### config.mk
export PLATFORM = sky130hd
export DESIGN_NAME = vga_timing_gen
export DESIGN_NICKNAME = d
export VERILOG_FILES = /design/src/rtl/vga_timing_gen.sv
export SDC_FILE = /design/constraint.sdc
export NUM_CORES = 1
export LEC_CHECK = 0
export ABC_CLOCK_PERIOD_IN_PS = 6400
export BUFFER_PORTS_ARGS = -buffer_cell sky130_fd_sc_hd__buf_4
export CORE_ASPECT_RATIO = 0.75
export CORE_MARGIN = 3
export CORE_UTILIZATION = 45
export DETAILED_ROUTE_END_ITERATION = 7
export GPL_TIMING_DRIVEN = 0
export PLACE_DENSITY = 0.77
export SLEW_MARGIN = 5
export SYNTH_ARGS = -nofsm -noshare
export SYNTH_HDL_FRONTEND = slang
export SYNTH_SLANG_ARGS = --single-unit
### constraint.sdc
create_clock -name clk -period 6.4 [get_ports clk]
set_clock_uncertainty 0.15 [all_clocks]
set_input_delay 0.32 -clock clk [delete_from_list [all_inputs] [get_ports clk]]
set_output_delay 0.32 -clock clk [all_outputs]
set_load 0.05 [all_outputs]
### src/rtl/vga_timing_gen.sv
// VGA raster timing generator: pixel divider, x/y counters, registered sync/blank/strobes.
// Ports: clk, reset (sync, active-high) in; x, y, hsync, vsync, blank_n, pix_en, frame_tick out;
// frame_cnt out only when VGA_TIMING_FRAME_CNT_EN is defined.
module vga_timing_gen #(
    parameter int CLK_DIV  = 2,
    parameter int H_ACTIVE = 640,
    parameter int H_FP     = 16,
    parameter int H_SYNC   = 96,
    parameter int H_BP     = 48,
    parameter int V_ACTIVE = 480,
    parameter int V_FP     = 10,
    parameter int V_SYNC   = 2,
    parameter int V_BP     = 33,
    parameter int SYNC_POL = 0
) (
    input  logic        clk,
    input  logic        reset,
    output logic [9:0]  x,
    output logic [9:0]  y,
    output logic        hsync,
    output logic        vsync,
    output logic        blank_n,
    output logic        pix_en,
    output logic        frame_tick
`ifdef VGA_TIMING_FRAME_CNT_EN
    ,
    output logic [15:0] frame_cnt
`endif
);

    localparam int H_TOTAL = H_ACTIVE + H_FP + H_SYNC + H_BP;
    localparam int V_TOTAL = V_ACTIVE + V_FP + V_SYNC + V_BP;

    localparam logic [3:0] DIV_LAST = 4'(CLK_DIV - 1);
    localparam logic [9:0] H_LAST   = 10'(H_TOTAL - 1);
    localparam logic [9:0] V_LAST   = 10'(V_TOTAL - 1);
    localparam logic [9:0] H_VIS    = 10'(H_ACTIVE);
    localparam logic [9:0] V_VIS    = 10'(V_ACTIVE);
    localparam logic [9:0] V_PRE    = 10'(V_ACTIVE - 1);
    localparam logic [9:0] HS_FIRST = 10'(H_ACTIVE + H_FP);
    localparam logic [9:0] HS_LAST  = 10'(H_ACTIVE + H_FP + H_SYNC - 1);
    localparam logic [9:0] VS_FIRST = 10'(V_ACTIVE + V_FP);
    localparam logic [9:0] VS_LAST  = 10'(V_ACTIVE + V_FP + V_SYNC - 1);
    localparam logic       SYNC_ON  = (SYNC_POL != 0);

    logic [3:0] div_cnt;
    logic [3:0] div_nxt;
    logic [9:0] x_nxt;
    logic [9:0] y_nxt;
    logic       adv;
    logic       h_wrap;
    logic       hs_nxt;
    logic       vs_nxt;
    logic       bn_nxt;
    logic       pe_nxt;
    logic       ft_nxt;

    // Flags are decoded from the next counter values so that, once
    // registered, they line up with x/y in the same cycle.
    always_comb begin
        adv     = (div_cnt == DIV_LAST);
        h_wrap  = (x == H_LAST);
        div_nxt = adv ? 4'd0 : div_cnt + 4'd1;
        x_nxt   = x;
        y_nxt   = y;
        if (adv) begin
            x_nxt = h_wrap ? 10'd0 : x + 10'd1;
            if (h_wrap) begin
                y_nxt = (y == V_LAST) ? 10'd0 : y + 10'd1;
            end
        end
        hs_nxt = (x_nxt >= HS_FIRST && x_nxt <= HS_LAST) ? SYNC_ON : ~SYNC_ON;
        vs_nxt = (y_nxt >= VS_FIRST && y_nxt <= VS_LAST) ? SYNC_ON : ~SYNC_ON;
        bn_nxt = (x_nxt < H_VIS) && (y_nxt < V_VIS);
        pe_nxt = (div_nxt == DIV_LAST);
        // Only a real line wrap into the first blanking line raises the tick;
        // reset lands on (0,0) and can never produce it.
        ft_nxt = adv && h_wrap && (y == V_PRE);
    end

    always_ff @(posedge clk) begin
        if (reset) begin
            div_cnt    <= 4'd0;
            x          <= 10'd0;
            y          <= 10'd0;
            hsync      <= ~SYNC_ON;
            vsync      <= ~SYNC_ON;
            blank_n    <= 1'b1;
            pix_en     <= 1'b0;
            frame_tick <= 1'b0;
        end else begin
            div_cnt    <= div_nxt;
            x          <= x_nxt;
            y          <= y_nxt;
            hsync      <= hs_nxt;
            vsync      <= vs_nxt;
            blank_n    <= bn_nxt;
            pix_en     <= pe_nxt;
            frame_tick <= ft_nxt;
        end
    end

`ifdef VGA_TIMING_FRAME_CNT_EN
    always_ff @(posedge clk) begin
        if (reset) begin
            frame_cnt <= 16'd0;
        end else if (ft_nxt) begin
            frame_cnt <= frame_cnt + 16'd1;
        end
    end
`endif

endmodule

==> impl_metrics.csv <==
group,metric,value,unit
status,status,"complete, no violations",
placed_design,place.gp.congestion,0.875,
synthesis,ys.warnings.count,0,
pwr,power_frac_seq,52.9,%
sta,setup_violations,0,
placed_design,dp_slack,3.71,ns
placed_design,place_hpwl,2490,um
pwr,comb_power_share,5.7,%
setup_path,crit_fanout,9,
die,die_y,55.7,um
clock_tree,cts_resized,0,
clock_tree,clock-sinks,29,
min_path,hold_depth,2,
global_route,overflow,0,
routing,drtIter0Drc,96,
clock_tree,clk_latency,0.28,ns
die,num_rows,17,
pwr,swShare,24.3,%
placed_design,place_area,1720,um2
synthesis,netlist_instances,173,
placed_design,placedCellCount,237,
routing,avgRoutedWirePerCell,14.0,um
finish,seqCellArea,581,um2
synthesis,synth_area_per_cell,8.56,um2
finish,n_antenna_cell,0,
finish,final_cell_mix,"dfxtp_1, buf_4, nor2_1, nand2_1, nor3_1",
global_route,use_met1,25.1,%
sta,fin_crit_sh,42.3,%
global_route,grt_use_met2,26.5,%
synthesis,syn_nets,178,
finish,final_common_cell,"dfxtp_1",
finish,multi_input_comb_area,831,um2
setup_path,end_kind,"flip-flop",
sta,slew-limit-headroom,43.2,%
synthesis,ys_ff_latch,29,
setup_path,cp.depth,8,
setup_path,r2r_setup_slack,3.69,ns
die,die_width,72.3,um
global_route,grt_max_degree,11,
finish,drive_above_1_share,22.2,%
sta,slew_violations,0,
global_route,grt_pass1_vias,1325,
setup_path,crit_chain,"or4b_1 > buf_6 > or4_4 > buf_6 > nor2_1 > xnor2_1 > nand4_1 > or3_1",
setup_path,cp-start-kind,"flip-flop",
die,placeableCoreArea,3040,um2
routing,viasPerCell,5.66,
sta,rsz0062_at_grt,"no",
clock_tree,cts_buffer_depth,2,
global_route,track_usage,18.6,%
pwr,max-vdd-ir-drop,0.119,mV
finish,stdcell_area,1810,um2
setup_path,critPathBufInv,2,
setup_path,cp_top_family,"simple AND/OR/NAND/NOR gates",
clock_tree,root_buffer,"clkbuf_8",
die,die_area,4020,um2
setup_path,reg2reg_to,"vsync",
routing,drt-total-wl,3430,um
sta,fin_setup_tns,0,ns
pwr,p_clk_share,41.4,%
min_path,min-delay-path-class,"in -> reg",
finish,area_growth,22.0,%
finish,nets,211,
finish,stdcell_count,245,
setup_path,r2r_start,"div_cnt[1]",
setup_path,crit_slowest_cell,"or4b_1",
sta,min_period,2.71,ns
setup_path,crit_top_cell,"buf_6",
global_route,busiest_layer,"met2",
pwr,internal_power,265,uW
die,initial_core_util,48.7,%
die,ios,27,
synthesis,syn_area,1480,um2
setup_path,reg2reg_depth,8,
setup_path,cp_data_required_time,6.41,ns
placed_design,numPortBuffers,26,
synthesis,seq_area_frac_synth,39.2,%
routing,num_vias,1386,
global_route,antenna_found_initial,0,
global_route,use_met3,5.78,%
clock_tree,numCtsBuffers,5,
finish,nFillCells,291,
setup_path,critical_path_arrival,2.72,ns
min_path,hp-start,"reset",
setup_path,crit_type,"reg -> reg",
pwr,powerDensity,193,nW/um2
clock_tree,clkTransAtPathRegs,0.07,ns
clock_tree,cts_tree,"built",
pwr,p_leak,0.698,nW
clock_tree,htree_levels,2,
global_route,grt_pass1_wl,5940,um
sta,fin_ws,3.69,ns
sta,max_freq,369,MHz
pwr,power.net_switching,85.0,uW
run,drv_cap,0,
routing,drc,0,
sta,hold_violations,0,
synthesis,synth.distinct_cells,40,
min_path,holdPathEnd,"y[3]",
clock_tree,post-cts-setup-buffers,0,
routing,drtAntennaViolNets,0,
setup_path,slowest_delay,0.55,ns
clock_tree,postCtsHoldBufs,0,
sta,worst_pin_slew,0.841,ns
routing,first_pass_iters,5,
[synthesized netlist by cell type (all sizes together)]
| master | number | area share (%) |
|---|---|---|
| dfxtp | 29 | 39 |
| nor2 | 23 | 5.8 |
| nand2 | 12 | 3.0 |
| nor3 | 11 | 3.7 |
| nand3 | 10 | 3.4 |
| xnor2 | 9 | 5.3 |
| inv | 7 | 1.8 |
| nand4 | 7 | 3.0 |
| xor2 | 7 | 4.1 |
| a21oi | 6 | 2.3 |
| o21ai | 6 | 2.0 |
| buf | 4 | 2.2 |
| nor4 | 4 | 3.1 |
| or3 | 4 | 1.7 |
| and3 | 3 | 1.4 |
| clkbuf | 3 | 0.76 |
| ha | 3 | 2.5 |
| mux2i | 3 | 2.0 |
| and2 | 2 | 0.84 |
| and4 | 2 | 1.2 |
| nor3b | 2 | 1.0 |
| nor4b | 2 | 1.2 |
| o21bai | 2 | 1.0 |
| a211oi | 1 | 0.51 |
| a311oi | 1 | 0.59 |
| a41o | 1 | 0.76 |
| a41oi | 1 | 0.59 |
| and3b | 1 | 0.68 |
| nor2b | 1 | 0.42 |
| nor4bb | 1 | 0.68 |
| o211a | 1 | 0.68 |
| o21ba | 1 | 0.68 |
| or2 | 1 | 0.42 |
| or4 | 1 | 0.76 |
| or4b | 1 | 0.68 |
[per-stage QoR]
| step | hold slack (ns) | power (mW) | utilization (%) |
|---|---|---|---|
| 2_1_floorplan | 0.254 | 0.203 | - |
| 3_3_place_gp | 0.348 | 0.209 | 56.7 |
| 3_5_place_dp | 0.361 | 0.209 | 56.7 |
| 4_1_cts | 0.0584 | 0.353 | 59.4 |
| 5_1_grt | 0.0651 | 0.362 | 59.4 |
| 6_report | 0.0648 | 0.350 | 59.4 |
[layout make-up]
type	instances	share of cell area, %
repair buffers	26	10.8
multi-input cells	130	46.0
flip-flops and latches	29	32.1
inverters	7	1.45
clock buffers	6	4.02
clock inverters	2	0.554
well taps	38	2.63
plain buffers	7	2.42
[logic make-up after synthesis]
logic type / count (synthesis) / synth area share [%]
simple gates: 88 / 32.9
flops: 29 / 39.2
compound gates: 20 / 9.12
xor+xnor: 16 / 9.46
buf+inv: 14 / 4.73
mux: 3 / 2.03
fa+ha+maj: 3 / 2.53
[power by group through the flow]
stage	combinational [mW]	sequential (mW)	clock [mW]
floorplan	0.00864	0.194	0
global placement	0.0198	0.189	0
detailed placement	0.0199	0.189	0
CTS	0.0200	0.185	0.148
global route	0.0212	0.185	0.155
finish	0.0199	0.185	0.145
[sequential cells by signal (all words and copies together), names as in the netlist]
signal,flops
blank_n,1
div_cnt,4
frame_tick,1
hsync,1
pix_en,1
vsync,1
x,10
y,10
[worst max path at each step]
stage | from | end
after CTS | div_cnt[1] | vsync
after floorplan | x[0] | vsync
after global placement | div_cnt[1] | vsync
after global routing | div_cnt[1] | vsync
after detailed placement | div_cnt[1] | vsync
final | div_cnt[1] | vsync
[metal layers]
metal	up-vias	wire length [um]
met5	-	0
met4	0	54
met3	5	210
met2	45	1530
met1	654	1640
li1	682	-
Power figures use the tool's default switching activity.
